==> config.mk <==
export PLATFORM = sky130hd
export DESIGN_NAME = rps_match_ctrl
export DESIGN_NICKNAME = d
export VERILOG_FILES = /design/src/rtl/rps_pkg.sv /design/src/rtl/rps_judge.sv /design/src/rtl/rps_match_ctrl.sv
export SDC_FILE = /design/constraint.sdc
export NUM_CORES = 1
export LEC_CHECK = 0
export CORE_ASPECT_RATIO = 0.6
export CORE_UTILIZATION = 49
export DETAILED_ROUTE_END_ITERATION = 6
export PLACE_DENSITY = 0.84
export SYNTH_ARGS = -nofsm -noshare
export SYNTH_HDL_FRONTEND = slang
export SYNTH_SLANG_ARGS = --single-unit
export TNS_END_PERCENT = 1
==> constraint.sdc <==
create_clock -name clk -period 2.1 [get_ports clk]
set_input_delay 0.315 -clock clk [delete_from_list [all_inputs] [get_ports clk]]
set_output_delay 0.315 -clock clk [all_outputs]
set_load 0.01 [all_outputs]
==> src/rtl/rps_pkg.sv <==
// rps_pkg: shared move, result and FSM state types for the rock-paper-scissor match controller
package rps_pkg;

   typedef enum logic [1:0] {NONE = 2'd0, ROCK = 2'd1, PAPER = 2'd2, SCISSOR = 2'd3} move_t;
   typedef enum logic [1:0] {TIE = 2'd0, P1 = 2'd1, P2 = 2'd2} result_t;
   typedef enum logic [2:0] {ST_IDLE, ST_COLLECT, ST_EVAL, ST_REPORT, ST_DONE} state_t;

   function automatic logic [7:0] sat_inc(input logic [7:0] v);
      return (v == 8'hFF) ? v : v + 8'd1;
   endfunction

endpackage

==> src/rtl/rps_judge.sv <==
// rps_judge: combinational round judge; an illegal move loses to any legal one
module rps_judge import rps_pkg::*; (
   input  move_t   move1,
   input  move_t   move2,
   output result_t result
);

   logic p1_beats;

   assign p1_beats = (move1 == ROCK    && move2 == SCISSOR) ||
                     (move1 == SCISSOR && move2 == PAPER)   ||
                     (move1 == PAPER   && move2 == ROCK);
   assign result   = (move1 == move2) ? TIE : (move2 == NONE || p1_beats) ? P1 : P2;

endmodule

==> src/rtl/rps_match_ctrl.sv <==
// rps_match_ctrl: two-player rock-paper-scissor match controller with forfeit timeout
module rps_match_ctrl import rps_pkg::*; #(
   parameter int unsigned WIN_ROUNDS = 3,
   parameter int unsigned TIMEOUT    = 15
) (
   input  logic       clk,
   input  logic       rst,
   input  logic       start,
   input  logic       p1_valid,
   input  logic       p2_valid,
   input  logic [1:0] p1_move,
   input  logic [1:0] p2_move,
   output logic       p1_ready,
   output logic       p2_ready,
   output logic       round_done,
   output logic [1:0] round_result,
   output logic [7:0] score1,
   output logic [7:0] score2,
   output logic [7:0] ties,
   output logic       match_done,
   output logic [1:0] match_winner,
   output logic       busy
);

   state_t     state_q;
   logic       l1_q, l2_q;
   move_t      m1_q, m2_q;
   logic [7:0] timer_q, s1_q, s2_q, t_q;
   result_t    res_q, judged, eval_d;
   logic       done_q, mdone_q;
   logic [1:0] win_q;

   rps_judge u_judge (
      .move1  (m1_q),
      .move2  (m2_q),
      .result (judged)
   );

   // a lone latched move wins by forfeit; otherwise the judge decides
   assign eval_d       = (l1_q & l2_q) ? judged : (l1_q ? P1 : P2);
   assign p1_ready     = (state_q == ST_COLLECT) & ~l1_q;
   assign p2_ready     = (state_q == ST_COLLECT) & ~l2_q;
   assign busy         = (state_q != ST_IDLE) & (state_q != ST_DONE);
   assign round_done   = done_q;
   assign round_result = res_q;
   assign score1       = s1_q;
   assign score2       = s2_q;
   assign ties         = t_q;
   assign match_done   = mdone_q;
   assign match_winner = win_q;

   // match FSM: move collection, forfeit timer, scoring and registered outputs
   always_ff @(posedge clk or negedge rst) begin
      if (!rst) begin
         state_q <= ST_IDLE;
         l1_q    <= 1'b0;
         l2_q    <= 1'b0;
         m1_q    <= NONE;
         m2_q    <= NONE;
         timer_q <= 8'd0;
         s1_q    <= 8'd0;
         s2_q    <= 8'd0;
         t_q     <= 8'd0;
         res_q   <= TIE;
         done_q  <= 1'b0;
         mdone_q <= 1'b0;
         win_q   <= 2'd0;
      end else begin
         done_q <= 1'b0;
         case (state_q)
            ST_IDLE, ST_DONE: begin
               if (start) begin
                  state_q <= ST_COLLECT;
                  l1_q    <= 1'b0;
                  l2_q    <= 1'b0;
                  timer_q <= 8'd0;
                  s1_q    <= 8'd0;
                  s2_q    <= 8'd0;
                  t_q     <= 8'd0;
                  res_q   <= TIE;
                  mdone_q <= 1'b0;
                  win_q   <= 2'd0;
               end
            end
            ST_COLLECT: begin
               if (p1_valid & ~l1_q) begin
                  l1_q <= 1'b1;
                  m1_q <= move_t'(p1_move);
               end
               if (p2_valid & ~l2_q) begin
                  l2_q <= 1'b1;
                  m2_q <= move_t'(p2_move);
               end
               if (l1_q & l2_q) begin
                  state_q <= ST_EVAL;
               end else if (l1_q ^ l2_q) begin
                  timer_q <= timer_q + 8'd1;
                  if (timer_q == 8'(TIMEOUT - 1)) state_q <= ST_EVAL;
               end
            end
            ST_EVAL: begin
               res_q   <= eval_d;
               s1_q    <= (eval_d == P1)  ? sat_inc(s1_q) : s1_q;
               s2_q    <= (eval_d == P2)  ? sat_inc(s2_q) : s2_q;
               t_q     <= (eval_d == TIE) ? sat_inc(t_q)  : t_q;
               done_q  <= 1'b1;
               state_q <= ST_REPORT;
            end
            ST_REPORT: begin
               if (s1_q == 8'(WIN_ROUNDS) || s2_q == 8'(WIN_ROUNDS)) begin
                  state_q <= ST_DONE;
                  mdone_q <= 1'b1;
                  win_q   <= (s1_q == 8'(WIN_ROUNDS)) ? 2'd1 : 2'd2;
               end else begin
                  state_q <= ST_COLLECT;
                  l1_q    <= 1'b0;
                  l2_q    <= 1'b0;
                  timer_q <= 8'd0;
               end
            end
            default: state_q <= ST_IDLE;
         endcase
      end
   end

endmodule

### Yosys cells after proc, flatten, opt, wreduce, memory -nomap -nowiden

Index checks and enable logic that the tools add are counted.

| storage, ports and cells | value |
|---|---|
| output and inout port bits | 33 |
| bits in registers | 47 |
| word-level logic and storage cells | 125 |
| input port bits | 9 |

| operators by class | value |
|---|---|
| equality and inequality tests | 35 |
| bitwise logic cells | 9 |
| multiplexer cells | 38 |
| reduce and logical (&&, ||, !) cells | 26 |
| $add $sub $neg | 4 |

Operator list:

| cell | count |
|---|---|
| 8-bit two-way mux | 10 |
| 8-bit one-hot mux with 2 select lines | 3 |
| 8-bit by 1-bit adder with 8-bit output (second input constant) | 4 |
| 8-bit equality test (second input constant) | 3 |
| 8-bit one-hot mux with 3 select lines | 1 |
| 2-bit inequality test (second input constant) | 10 |
| 4-bit AND reduction | 5 |
| 8-bit by 2-bit equality test with 1-bit output (second input constant) | 2 |
| 3-bit two-way mux | 5 |
| 2-bit two-way mux | 7 |
| 3-bit one-hot mux with 4 select lines | 1 |
| 2-bit equality test (second input constant) | 5 |
| 8-bit by 4-bit equality test with 1-bit output (second input constant) | 1 |
| 2-bit one-hot mux with 2 select lines | 2 |
| 1-bit bitwise AND | 6 |
| 2-bit by 1-bit equality test with 1-bit output (second input constant) | 3 |
| 3-bit by 2-bit equality test with 1-bit output (second input constant) | 2 |
| 1-bit two-way mux | 6 |
| 2-bit by 1-bit inequality test with 1-bit output (second input constant) | 3 |
| 3-bit by 2-bit inequality test with 1-bit output (second input constant) | 2 |
| 1-bit one-hot mux with 3 select lines | 2 |
| 2-bit AND reduction | 3 |
| 3-bit AND reduction | 2 |
| 3-bit nonzero test | 2 |
| 14 further kinds | 22 |

### Longest topological paths before layout

Gate-level depths: netlist of the first run.

| logic depth | value |
|---|---|
| depth in word-level cells | 11 |
| gate-level depth with buffers | 8 |
| mapped depth without buffers | 6 |

### Cells and area by module

From an unflattened synthesis of the first run, not the netlist that was laid out.

| unflattened totals | value |
|---|---|
| cell total of the unflattened synthesis | 265 |
| area, all modules | 2534.9 µm² |

By module, submodules not included:

| module | area an instance (µm²) | instances | cells an instance | seq. area each (µm²) |
|---|---|---|---|---|
| rps_match_ctrl | 2468.6 | 1 | 256 | 1176.1 |
| rps_judge | 66.3 | 1 | 9 | 0.0 |

### Worst setup path after synthesis of the first run

No wires, ideal clock.

| timing path | value |
|---|---|
| kind | register to register |
| start point | reg s1_q[0], in the netlist score1[0] |
| end point | reg l1_q |
| cell stages (with the launch flop) | 7 |
| library setup time | 137 ps |
| data required time | 1963 ps |
| buffers on the path | 0 |
| path slack | -88 ps |
| period minus slack after synthesis | 2188 ps |
| arrival | 2050 ps |
| cell sequence | dfrtp_1 -> ha_1 -> or4b_1 -> nor4_1 -> o21ai_1 -> a31oi_1 -> a21oi_1 |

| on the way | value |
|---|---|
| longest elaborated chain between the ends | 4 |

RTL lines:

| what | line | RTL |
|---|---|---|
| start: declaration | rps_match_ctrl.sv:28 | `logic [7:0] timer_q, s1_q, s2_q, t_q;` |
| start signal: assignment | rps_match_ctrl.sv:103 | `s1_q <= (eval_d == P1) ? sat_inc(s1_q) : s1_q;` |
| 8-bit by 2-bit equality test with 1-bit output | rps_match_ctrl.sv:110 | `if (s1_q == 8'(WIN_ROUNDS) \|\| s2_q == 8'(WIN_ROUNDS)) begin` |
| 1-bit logical OR | rps_match_ctrl.sv:110 |  |
| 2-bit inequality test (no line) | n/a |  |
| 4-bit AND reduction (no line) | n/a |  |
| end signal: assignment | rps_match_ctrl.sv:74 | `l1_q <= 1'b0;` |
| end signal: assignment | rps_match_ctrl.sv:87 | `l1_q <= 1'b1;` |
| end signal: assignment | rps_match_ctrl.sv:116 | `l1_q <= 1'b0;` |
| end: declaration | rps_match_ctrl.sv:26 | `logic l1_q, l2_q;` |

Every way passes these cells.
A chain may end at the register's enable or synchronous reset.

### Worst setup path after layout of the first run

| timing path | value |
|---|---|
| start point | reg state_q[2] |
| end point | reg s1_q[4], in the netlist score1[4] |

| on the way | value |
|---|---|
| longest elaborated chain between the ends | 4 |
| elaborated cells between the ends (all ways) | 10 |
| classes of those cells | 5 x eq/ne; 1 x mux; 4 x reduce/logical |

RTL lines:

| what | line | RTL |
|---|---|---|
| start: declaration | rps_match_ctrl.sv:25 | `state_t state_q;` |
| start signal: assignment | rps_match_ctrl.sv:55 | `state_q <= ST_IDLE;` |
| start signal: assignment | rps_match_ctrl.sv:73 | `state_q <= ST_COLLECT;` |
| start signal: assignment | rps_match_ctrl.sv:95 | `state_q <= ST_EVAL;` |
| 3-bit equality test or 3-bit logical NOT (tied branches) | rps_match_ctrl.sv:70 | `case (state_q)` |
| 2-bit OR reduction | rps_match_ctrl.sv:70 |  |
| 2-bit inequality test (no line) or 2-bit nonzero test (tied branches) | n/a |  |
| 4-bit AND reduction (no line) | n/a |  |

Several ways; a longest one is shown, not always the timed one.

==> metrics.md, run 1 <==
| Metric | Value |
|---|---|
| Instance count on the critical path | `6` |
| Failing checks | `design-rule violations` |
| Crit path to | `score1[4]$_DFFE_PN0P_` |
| Largest net degree at the start of global routing | `48` |
| R2r startpoint | `state_q[2]$_DFFE_PN0P_` |
| Register-to-Register Setup Slack | `0.02 ns` |
| DRT antenna net count | `0` |
| Async SR Flop Fraction | `1.00` |
| CTS tree | `built` |
| Maximum clock rate | `481 MHz` |
| Largest stage delay, worst path | `roughly 0.54 ns` |
| GP Congestion | `between 0.9 and 1` |
| Port bufs | `41` |
| Final hold violations | `0` |
| Area occupied by multi-input gates | `1530 µm²` |
| Cell family with the largest share of critical-path delay | `simple AND/OR/NAND/NOR gates` |
| CP required | `between 2 and 2.5 ns` |
| Slowest cell on the critical path | `or4b_4` |
| Worst path bufs/invs | `1` |
| Worst Path Arrival | `about 2.3 ns` |
| Initial antenna violation count | `0` |
| Crit-path cells | `or3b_4 > clkinv_4 > nor2_4 > or4b_4 > or4_1 > nand2_1` |
| Pre-antenna DRT Iters | `7` |
| Post-synthesis cell area | `2720 µm²` |
| GRT Max-Usage Layer | `met1` |
| Drc violations | `5` |
| Storage element area | `1180 µm²` |
| Total of max-cap violations | `0` |
| Cells on worst reg2reg path | `6` |
| Sequential fraction of the synthesis area | `0.432` |
| Mapped Cells | `292` |
| Worst-Margin Slew | `0.600 ns` |
| Die area | `5870 µm²` |
| CTS max path bufs | `2` |
| Leakage | `approximately 1.5 nW` |
| Skew final | `roughly 0.011 ns` |
| Avg Cell Area, Syn | `9.33 µm²` |
| Clock Tree Root | `clkbuf_8` |
| CP endpoint kind | `flip-flop` |
| Period Utilization, post-route | `0.990` |
| Met2 Use GR | `0.369` |
| Iteration-0 DRC Markers | `152` |
| Post-synth EDFFs | `0` |
| Netlist cell types | `58` |
| Total track usage | `0.251` |
| Setup ws final | `between 0.02 and 0.025 ns` |
| Beginning of the critical path | `state_q[2]$_DFFE_PN0P_` |
| WL/cell | `16.7 µm` |
| Grt ovf | `0` |
| Nets | `between 300 and 400` |
| Place WS | `-0.121 ns` |
| Worst Path Max Fanout | `7` |
| Hold Crit Class | `primary input to asynchronous set/reset pin` |
| Net Count, Synth | `~310` |
| Die Ht | `59.8 µm` |
| Core footprint | `about 5200 µm²` |
| Met3 usage | `0.0713` |
| CP Launch Type | `flip-flop` |
| Min cycle time layout | `2.08 ns` |
| Reg clk slew, reported paths | `approximately 0.090 ns` |
| GR Util met1 | `0.373` |
| Starting Density | `0.523` |
| RSZ-0062 raised after global routing | `yes` |
| Max-slew violations | `0` |
| Setup-failing EPs final | `0` |
| Fraction of final layout cells sized beyond drive strength 1 | `0.199` |
| Top-Level Pins | `42` |
| FF+latch count, synth | `47` |
| Final hold slack | `0.0794 ns` |
| Die width | `98.3 µm` |
| VDD IR-drop max | `0.721 mV` |
| Reg-to-Reg End | `score1[4]$_DFFE_PN0P_` |
| Top FF cell, synth | `dfrtp_1` |
| Sum Neg Setup Slack | `0 ns` |
| CTS Hold Bufs | `0` |
| Final wirelength | `7150 µm` |
| Critical path class | `flip-flop to flip-flop` |
| Clk sink count | `47` |
| Worst skew pair latency | `0.30 ns` |
| Layout Area Growth over Synthesis | `32.4%` |
| Ys Warns | `0` |
| Routed vias | `roughly 2,600` |
| Site row count | `20` |
| PD cells | `between 1000 and 1500 nW/µm²` |
| Global-route wire length before repair | `~11,000 µm` |
| Filler cells | `between 300 and 400` |
| Slew HR | `0.600` |
| Number of global-route vias before repair | `between 2,000 and 2,500` |
| Fin util | `0.693` |
| Status | `finished with violations` |
| Hpwl dp | `5060 µm` |
| CTS HTree Levels | `2` |
| CTS buffer count | `5` |
| DR vias/cell | `6.09` |
| Number of diodes | `0` |
worst register-to-register path, cell delays in order, from the launching register on:
cell	delay [ns]
dfrtp_2	0.47
or3b_4	0.41
clkinv_4	0.07
nor2_4	0.05
or4b_4	0.54
or4_1	0.41
nand2_1	0.08
cells in the final DEF, fill, tap and decap left out, types with 3 or more instances in the layout:
cell and count:
ha_1 5, a31o_2 3, nor2b_1 4, a211oi_1 10, xnor2_1 3, mux2i_1 8, o21ai_0 15, or2_2 4
clkbuf_8 6, inv_1 13, o31ai_1 7, o211ai_1 8, or4_1 5, a21oi_1 9, nor3_1 5, mux2_2 4
buf_4 30, clkdlybuf4s50_1 38, nand2_1 31, or3_1 4, a31oi_1 6, nor2_1 12, dfrtp_1 45, nand4_1 7
and3_1 5, nand3_1 13, nand2b_1 4
sequential cells by signal (all words and copies together) (netlist names):
register and count:
round_done 1, match_done 1, score2 8, timer_q 8
l1_q 1, match_winner 2, m2_q 2, ties 8
m1_q 2, score1 8, l2_q 1, round_result 2
state_q 3
cells by family (layout without fill, tap and decap cells):
family / after synthesis / after routing / synth area share
AO/OA/AOI/OAI: 81 / 81 / 0.205
XOR/XNOR: 3 / 3 / 0.00965
adder cells (fa/ha/maj): 6 / 6 / 0.0276
buffers and inverters: 24 / 94 / 0.0358
flip-flops: 47 / 47 / 0.432
multiplexers: 12 / 12 / 0.0459
AND/OR/NAND/NOR: 119 / 119 / 0.244
Yosys cell counts, types with 2 or more instances:
cell type	n	area (µm²)
dfrtp_1	47	1180
nand2_1	31	116
o21ai_0	15	75.1
nor2_1	14	52.6
inv_1	13	48.8
nand3_1	13	65.1
a211oi_1	10	75.1
a21oi_1	10	50.1
clkbuf_1	8	30.0
mux2i_1	8	80.1
o211ai_1	8	60.1
nand4_1	7	43.8
o31ai_1	7	52.6
a31oi_1	6	37.5
ha_1	6	75.1
and3_1	5	31.3
nor2b_1	5	31.3
nor3_1	5	25.0
or4_1	5	37.5
mux2_2	4	45.0
nand2b_1	4	25.0
nor4_1	4	25.0
or2_2	4	25.0
or3_1	4	25.0
a31o_2	3	26.3
xnor2_1	3	26.3
a2111oi_0	2	17.5
a21o_1	2	15.0
and2_1	2	12.5
and4b_1	2	20.0
buf_2	2	10.0
nor3b_1	2	15.0
o21ai_1	2	10.0
o22ai_1	2	12.5
o2bb2ai_1	2	17.5
or3b_2	2	17.5
or4b_1	2	20.0
how the worst min path moves through the flow:
stage | to | slack (ns)
finish | match_winner[1]$_DFFE_PN0P_ | 0.08
floorplan | l1_q$_DFFE_PN0P_ | 0.02
CTS | score1[6]$_DFFE_PN0P_ | 0.11
global route | match_winner[0]$_DFFE_PN0P_ | 0.13
global placement | match_winner[0]$_DFFE_PN0P_ | 0.44
detailed placement | match_winner[0]$_DFFE_PN0P_ | 0.45
cell type report:
class / count / area share
Clock buffer: 6 / 0.0229
Timing Repair Buffer: 72 / 0.177
Tap cell: 66 / 0.0229
Sequential cell: 47 / 0.327
Inverter: 14 / 0.0160
Clock inverter: 2 / 0.00972
Multi-Input combinational cell: 221 / 0.424
metrics by stage:
stage	area, µm²	cells	total power, mW
floorplan	2740	292	2.47
global placement	3410	419	3.29
detailed placement	3410	419	3.38
CTS	3530	427	4.10
global route	3610	428	4.48
finish	3610	428	4.20
layer usage:
layer | part of all wire | vias up | wire length, µm
met4 | 0.0062 | 0 | 44
met5 | 0 | - | 0
met2 | 0.44 | 120 | 3140
met1 | 0.47 | 1237 | 3370
li1 | - | 1241 | -
met3 | 0.084 | 7 | 599
what timing repair did:
action | 4_1_cts | 5_1_grt
pin swaps | 0 | 8
setup buffers | 0 | 1
resized for setup | 6 | 16
endpoints found under the setup margin | 4 | 24
report_power, final:
part	switching (mW)	internal, mW
Sequential	0.258	1.13
Clock	0.321	0.386
Combinational	1.10	1.01
Total	1.68	2.52
(Power assumes the default switching activity.)
==> run 2: changes to the inputs <==
Settings changed: RECOVER_POWER set to 25.
==> run 2 against run 1 <==
Net effect:
- the flow still finishes with violations (design-rule violations)
- wire length is 0.13% lower
- final cell count stayed put
- die area stayed put
- via count hardly changed
- register-to-register slack hardly changed
- worst setup slack hardly changed
- worst hold slack better by 0.22 ns
- sequential cell count stayed put
- combinational power hardly changed
- global-route usage stayed put
- clock power hardly changed
- highest routed layer unchanged
- first-iteration DRC count stayed put
==> metrics.md, run 2 (synthesis gave the netlist of run 1 again) <==
| Metric | Value |
|---|---|
| Status | `finished with violations` |
| Failing checks | `design-rule violations` |
| Initial antenna violation count | `0` |
| CTS max path bufs | `2` |
| Fraction of final layout cells sized beyond drive strength 1 | `0.199` |
| Die width | `98.3 µm` |
| Worst-Margin Slew | `1.16 ns` |
| Finished Cell Area | `3600 µm²` |
| Worst Path Arrival | `2.32 ns` |
| CTS buffer count | `5` |
| CP endpoint kind | `flip-flop` |
| Number of global-route vias before repair | `2,307` |
| Starting Density | `0.523` |
| GR Util met1 | `0.373` |
| Met3 usage | `0.0713` |
| Place WS | `-0.121 ns` |
| Skew final | `0.0107 ns` |
| Setup ws final | `0.0218 ns` |
| Max-slew violations | `0` |
| Maximum clock rate | `481 MHz` |
| GP Congestion | `~0.9` |
| WL/cell | `approximately 17 µm` |
| Area occupied by multi-input gates | `between 1500 and 2000 µm²` |
| Worst Path Max Fanout | `7` |
| Worst skew pair latency | `~0.30 ns` |
| Iteration-0 DRC Markers | `152` |
| Clk sink count | `47` |
| CTS HTree Levels | `2` |
| Setup-failing EPs final | `0` |
| Period Utilization, post-route | `0.990` |
| Die Ht | `59.8 µm` |
| Grt ovf | `0` |
| Drc violations | `5` |
| Final wirelength | `7150 µm` |
| Most common cell after layout, fill and taps aside | `dfrtp_1` |
| Total track usage | `0.251` |
| PD cells | `1160 nW/µm²` |
| Post-Layout Cell Count | `428` |
| Storage element area | `1180 µm²` |
| Reg clk slew, reported paths | `approximately 0.090 ns` |
| Port bufs | `41` |
| Min cycle time layout | `just over 2 ns` |
| RSZ-0062 raised after global routing | `yes` |
| Site row count | `20` |
| Pre-antenna DRT Iters | `7` |
| Slew HR | `0.225` |
| VDD IR-drop max | `0.721 mV` |
| Leakage | `1.54 nW` |
| GRT Max-Usage Layer | `met1` |
| Nets | `approximately 380` |
| Final hold violations | `0` |
| CP Launch Type | `flip-flop` |
| Core footprint | `between 5000 and 6000 µm²` |
| Die area | `5870 µm²` |
| Hpwl dp | `slightly above 5000 µm` |
| Total Power | `4.20 mW` |
| Critical path class | `flip-flop to flip-flop` |
| CP required | `roughly 2.4 ns` |
| Post-placement cell count | `419` |
| Top-Level Pins | `42` |
| Filler cells | `392` |
| Routed vias | `around 2,600` |
| Sum Neg Setup Slack | `0 ns` |
| Most frequent cells in the layout | `45 x dfrtp_1, 38 x clkdlybuf4s50_1, 31 x nand2_1` |
| DR vias/cell | `~6` |
| DRT antenna net count | `0` |
| Number of diodes | `0` |
| CTS tree | `built` |
| CTS Hold Bufs | `0` |
| Total of max-cap violations | `0` |
| Hold Crit Class | `primary input to asynchronous set/reset pin` |
| Largest net degree at the start of global routing | `48` |
| Area after DPL | `approximately 3400 µm²` |
| Layout Area Growth over Synthesis | `32.3%` |
| Clock Tree Root | `clkbuf_8` |
| Met2 Use GR | `0.369` |
| Global-route wire length before repair | `11,400 µm` |
==> run 2: critical path, cell delays in order, from the launching register on <==
cell and delay (ns):
dfrtp_2 0.47, or3b_4 0.41, clkinv_4 0.07, nor2_4 0.05, or4b_4 0.54, or4_1 0.41, nand2_1 0.08
==> run 2: area by class of cell <==
class | count | share of cell area
Clock inverter | 2 | 0.00972
Multi-Input combinational cell | 221 | 0.425
Clock buffer | 6 | 0.0229
Inverter | 14 | 0.0160
Timing Repair Buffer | 72 | 0.177
Tap cell | 66 | 0.0229
Sequential cell | 47 | 0.327
==> run 2: final timing paths <==
check,end,cells past startpoint,slack (ns),from
worst max register to register,score1[4]$_DFFE_PN0P_,6,0.02,state_q[2]$_DFFE_PN0P_
worst max-delay path,score1[4]$_DFFE_PN0P_,6,0.02,state_q[2]$_DFFE_PN0P_
max in group asynchronous,state_q[1]$_DFFE_PN0P_,2,1.00,rst
worst min-delay path,match_winner[1]$_DFFE_PN0P_,2,0.30,rst
worst min register to register,round_result[1]$_DFFE_PN0P_,1,0.50,round_result[1]$_DFFE_PN0P_
min in group clk,round_result[1]$_DFFE_PN0P_,1,0.50,round_result[1]$_DFFE_PN0P_
==> run 2: per-layer routing <==
metal	share of wire	wire, µm
met5	0	0
met4	0.0062	44
met3	0.084	599
met2	0.44	3140
met1	0.47	3360
==> run 2: report_power, final <==
part	internal [mW]	total (mW)	switching [mW]
sequential	1.13	1.39	0.258
clock	0.386	0.707	0.321
combinational	1.01	2.10	1.10
==> run 2: per-stage QoR <==
stage	hold WS, ns	util
global placement	0.439	0.655
CTS	0.112	0.679
finish	0.299	0.692
detailed placement	0.445	0.655
floorplan	0.0194	-
global route	0.400	0.692
==> run 2: repair_timing <==
action | CTS | global route
setup buffers | 0 | 1
setup endpoints to repair | 4 | 24
resized for setup | 6 | 16
pin swaps | 0 | 8
